<file path="config.mk">
export PLATFORM = sky130hd
export DESIGN_NAME = see_output_monitor
export DESIGN_NICKNAME = d
export VERILOG_FILES = /design/src/rtl/see_output_monitor.sv
export SDC_FILE = /design/constraint.sdc
export NUM_CORES = 1
export LEC_CHECK = 0
export CAP_MARGIN = 25
export CORE_MARGIN = 3
export CORE_UTILIZATION = 35
export CTS_CLUSTER_DIAMETER = 60
export CTS_CLUSTER_SIZE = 28
export DETAILED_ROUTE_END_ITERATION = 16
export PLACE_DENSITY_LB_ADDON = 0.12
export SYNTH_ARGS = -nofsm -noshare
export SYNTH_HDL_FRONTEND = slang
export SYNTH_SLANG_ARGS = --single-unit
</file>
<file path="constraint.sdc">
create_clock -name clk -period 9 [get_ports clk]
set_input_delay 0.9 -clock clk [delete_from_list [all_inputs] [get_ports clk]]
set_output_delay 0.9 -clock clk [all_outputs]
set_load 0.02 [all_outputs]
</file>
<file path="src/rtl/see_output_monitor.sv">
// Campaign monitor for golden vs fault-injected outputs. Registers each result
// beat, compares it in a second stage and accumulates saturating mismatch statistics.

module see_sat_cnt #(
    parameter int CNT_W = 16
) (
    input  logic             clk,
    input  logic             rst,
    input  logic             clr,
    input  logic             inc,
    output logic [CNT_W-1:0] cnt
);
    always_ff @(posedge clk or posedge rst) begin
        if (rst)                    cnt <= '0;
        else if (clr)               cnt <= '0;
        else if (inc && cnt != '1)  cnt <= cnt + 1'b1;
    end
endmodule

module see_output_monitor #(
    parameter int OUT_W = 5,
    parameter int IDX_W = 9,
    parameter int CNT_W = 16
) (
    input  logic                   clk,
    input  logic                   rst,
    input  logic                   start,
    input  logic [IDX_W:0]         vec_count,
    input  logic                   in_valid,
    input  logic [IDX_W-1:0]       vec_idx,
    input  logic [OUT_W-1:0]       golden_o,
    input  logic [OUT_W-1:0]       faulty_o,
    output logic                   busy,
    output logic                   done,
    output logic [CNT_W-1:0]       err_cnt,
    output logic [OUT_W-1:0]       bit_err_flags,
    output logic [OUT_W*CNT_W-1:0] bit_err_cnt,
    output logic                   first_err_valid,
    output logic [IDX_W-1:0]       first_err_idx
);
    typedef enum logic [1:0] {IDLE, RUN, FLUSH, DONE} state_t;

    typedef struct packed {
        logic [IDX_W-1:0] idx;
        logic [OUT_W-1:0] golden;
        logic [OUT_W-1:0] faulty;
    } beat_t;

    state_t         state, state_n;
    logic [IDX_W:0] remaining;
    logic           clr, accept;
    beat_t          s1_beat;
    logic           s1_vld;
    logic [OUT_W-1:0] mis;
    logic           mis_any;

    always_ff @(posedge clk or posedge rst) begin
        if (rst) state <= IDLE;
        else     state <= state_n;
    end

    always_comb begin
        state_n = state;
        clr     = 1'b0;
        accept  = 1'b0;
        case (state)
            IDLE: if (start) begin
                clr     = 1'b1;
                state_n = (vec_count == '0) ? FLUSH : RUN;
            end
            RUN: if (in_valid) begin
                accept = 1'b1;
                if (remaining == 1) state_n = FLUSH;
            end
            FLUSH:   state_n = DONE;
            DONE:    state_n = IDLE;
            default: state_n = IDLE;
        endcase
    end

    assign busy = (state == RUN) || (state == FLUSH);
    assign done = (state == DONE);

    always_ff @(posedge clk or posedge rst) begin
        if (rst)         remaining <= '0;
        else if (clr)    remaining <= vec_count;
        else if (accept) remaining <= remaining - 1'b1;
    end

    // Stage 1: capture the accepted beat
    always_ff @(posedge clk or posedge rst) begin
        if (rst) begin
            s1_vld  <= 1'b0;
            s1_beat <= '0;
        end else if (clr) begin
            s1_vld  <= 1'b0;
            s1_beat <= '0;
        end else begin
            s1_vld <= accept;
            if (accept) s1_beat <= '{idx: vec_idx, golden: golden_o, faulty: faulty_o};
        end
    end

    // Stage 2: compare and accumulate; runs in any state so FLUSH drains the last beat
    assign mis     = s1_vld ? (s1_beat.golden ^ s1_beat.faulty) : '0;
    assign mis_any = |mis;

    always_ff @(posedge clk or posedge rst) begin
        if (rst) begin
            bit_err_flags   <= '0;
            first_err_valid <= 1'b0;
            first_err_idx   <= '0;
        end else if (clr) begin
            bit_err_flags   <= '0;
            first_err_valid <= 1'b0;
            first_err_idx   <= '0;
        end else begin
            bit_err_flags <= bit_err_flags | mis;
            if (mis_any && !first_err_valid) begin
                first_err_valid <= 1'b1;
                first_err_idx   <= s1_beat.idx;
            end
        end
    end

    see_sat_cnt #(.CNT_W(CNT_W)) u_err_cnt (
        .clk(clk), .rst(rst), .clr(clr), .inc(mis_any), .cnt(err_cnt)
    );

    for (genvar k = 0; k < OUT_W; k++) begin : g_lane
        see_sat_cnt #(.CNT_W(CNT_W)) u_bit_cnt (
            .clk(clk), .rst(rst), .clr(clr), .inc(mis[k]),
            .cnt(bit_err_cnt[k*CNT_W +: CNT_W])
        );
    end
endmodule

</file>
==> summary.txt <==
Non-filler cells, final: 1,210
Pwr/cell area: 227 nW/um^2
Ranking of synthesized cells by area: dfrtp_1 49%, xnor2_1 6.8%, nand2_1 5.2%, nor2_1 4.8%, a21oi_1 4.4%
CP required: 9.30 ns
Power Total: 2.18 mW
TNS Setup: 0 ns
Worst VDD drop: 0.174 mV
Area of the mapped netlist: 7340 sq um
# hold bufs at CTS: 0
Dpl cell area: 9030 sq um
Most frequent cells in the layout: 145 x clkdlybuf4s50_1, 143 x dfrtp_1, 101 x nand2_1
Crit Path Class: in -> reg
CP arrival: 3.20 ns
Crit path time final: 2.90 ns
Port-buffer cells: 145
Total grt overflow: 0
Via count: 6,225
FMAX: 0.345 GHz
Reg area: 3580 sq um
Routability Congestion: 0.797
Clock sinks: 143
Die height: 151 microns
Post-Syn Nets: 837
Flops & latches, synth: 143
Final core utilization: 0.471
CP Launch Type: input pin
Antenna Cells: 0
CTS tree: built
Total Routing Usage GR: 0.179
Die footprint: 22,800 sq um
DP HPWL: 13.3 mm
Vias in the first global route: 6,123
Starting Density: 0.359
Leakage: 3.81 nW
Clk_lat worst skew: 0.42 ns
Sequential fraction of the synthesis area: 0.487
Status: finished clean
Setup ws final: 6.10 ns
Ys flop type: dfrtp_1
Core area: 20,400 sq um
Chip width: 151 microns
Max Root-Sink Buffers: 2
Via density: 5.14
Largest net degree at the start of global routing: 80
CP Max Fanout: 79
Initial drt markers: 353
Final Cell Area: 9620 sq um
Slew @ Worst Pin: 0.953 ns
Final setup viols: 0
Dpl cells: 1,176
WHS: 0.503 ns
YS warnings: 0
Top-Level Pins: 146
Fin nets: 973
Post-CTS sizing: 0
Final Cycle Share: 0.322
Layout cells sized above 1: 0.0649
Pins over their slew limit: 0
Initial antenna violation count: 1
Setup bufs post-CTS: 0
Area share of the largest cell type after synthesis: 0.487
Area of the multi-input gates: 3550 sq um
First-pass GRT wire length: 32.4 mm
Clk pin slew, worst setup/hold paths: 0.06 ns
Area Growth Syn to Fin: 31.0%
Post-synth top area cell: dfrtp_1
Syn avg cell area: 9.28 sq um
Worst path max stage delay: 0.79 ns
RSZ-0062 raised after global routing: no
Cell at the slowest stage of the critical path: buf_4
Worst-case clock skew: 0.00903 ns
DRC violations left: 0
Drt first pass iters: 4
Max-slew headroom: 0.363
Synth Instances: 791
Distinct cells, synth: 57
Total CTS buffers: 17
H-tree levels: 4
Root Driver: clkbuf_16
Post-synth EDFFs: 0
Wirelength, routed: 19.6 mm
Antenna viol nets, final: 0
Total of max-cap violations: 0
CP delay by family, top: buffers and inverters
Final hold violations: 0
Min-Delay Path Class: reg -> reg
Setup crit end kind: flop
Standard-cell rows: 52
DR WL/cell: 16.2 microns
Dpl ws: 5.67 ns
Number of buffers and inverters on the critical path: 2
Commonest non-fill, non-tap cell in the layout: clkdlybuf4s50_1
Post-synthesis async set-or-reset flop share: 1.00
Layout fillers: 2,044
Worst path cell trace: clkdlybuf4s50_1, and2_4, buf_4, nor2_1, a31o_2
==> area by class of cell <==
type,instances,area share
clock buffers,18,0.0446
clock inverters,14,0.0130
inverters,18,0.00754
multi-input cells,597,0.369
flip-flops and latches,143,0.372
well taps,270,0.0351
repair buffers,150,0.159
==> final timing paths <==
path                                       startpoint                                      end  slack, ns  cells past startpoint
min in group asynchronous                         rst  g_lane[4].u_bit_cnt.cnt[14]$_DFFE_PP0P_       0.95                      2
hold / removal             bit_err_flags[2]$_DFF_PP0_               bit_err_flags[2]$_DFF_PP0_       0.50                      2
hold reg to reg            bit_err_flags[2]$_DFF_PP0_               bit_err_flags[2]$_DFF_PP0_       0.50                      2
max in group asynchronous                         rst   g_lane[1].u_bit_cnt.cnt[7]$_DFFE_PP0P_       6.86                      4
setup / recovery                                start  g_lane[1].u_bit_cnt.cnt[13]$_DFFE_PP0P_       6.10                      5
setup reg to reg                 state[1]$_DFFE_PP0P_  g_lane[1].u_bit_cnt.cnt[13]$_DFFE_PP0P_       6.33                      6
==> Yosys cell counts, drive strengths merged (7+ instances only) <==
library cell and count:
nor4 30, nand2 101, nor2 95, o31ai 8, ha 13, nor3 25
clkbuf 23, dfrtp 143, o21ai 33, a21oi 64, nand3 33, or4 9
xor2 18, nand4 24, a211oi 12, inv 18, and3 11, xnor2 57
and4 7, buf 10
==> sequential cells by signal, indices dropped and copies added, names as in the netlist <==
name / count
g_lane.u_bit_cnt.cnt: 80
s1_beat: 19
u_err_cnt.cnt: 16
remaining: 10
first_err_idx: 9
bit_err_flags: 5
state: 2
first_err_valid: 1
s1_vld: 1
==> power breakdown <==
group	total, mW	leakage (nW)	internal (mW)	switching (mW)
combinational	0.638	1.57	0.246	0.393
clock	0.676	0.278	0.402	0.274
sequential	0.866	1.96	0.754	0.113
total	2.18	3.81	1.40	0.779
==> tightest hold or removal path: stages (launching register included) <==
cell and delay (ns):
dfrtp_1 0.34, a21oi_1 0.04, nor2_1 0.08
==> layer usage <==
metal | wire length [microns] | GRT usage | up-vias
met5 | 20 | 0 | -
met4 | 319 | 0.0512 | 2
met3 | 942 | 0.0437 | 22
met2 | 8920 | 0.272 | 128
met1 | 9400 | 0.255 | 2988
li1 | - | - | 3085
==> cells by family after synthesis <==
| logic type | Yosys count | share of synthesized area |
|---|---|---|
| AOI/OAI and AO/OA | 141 | 0.116 |
| xor gates and xnor gates | 75 | 0.0925 |
| adders and majority gates | 13 | 0.0222 |
| buffers and inverters | 51 | 0.0300 |
| DFF | 143 | 0.487 |
| muxes | 5 | 0.00682 |
| and+or+nand+nor | 363 | 0.246 |
Power figures use the tool's default switching activity.
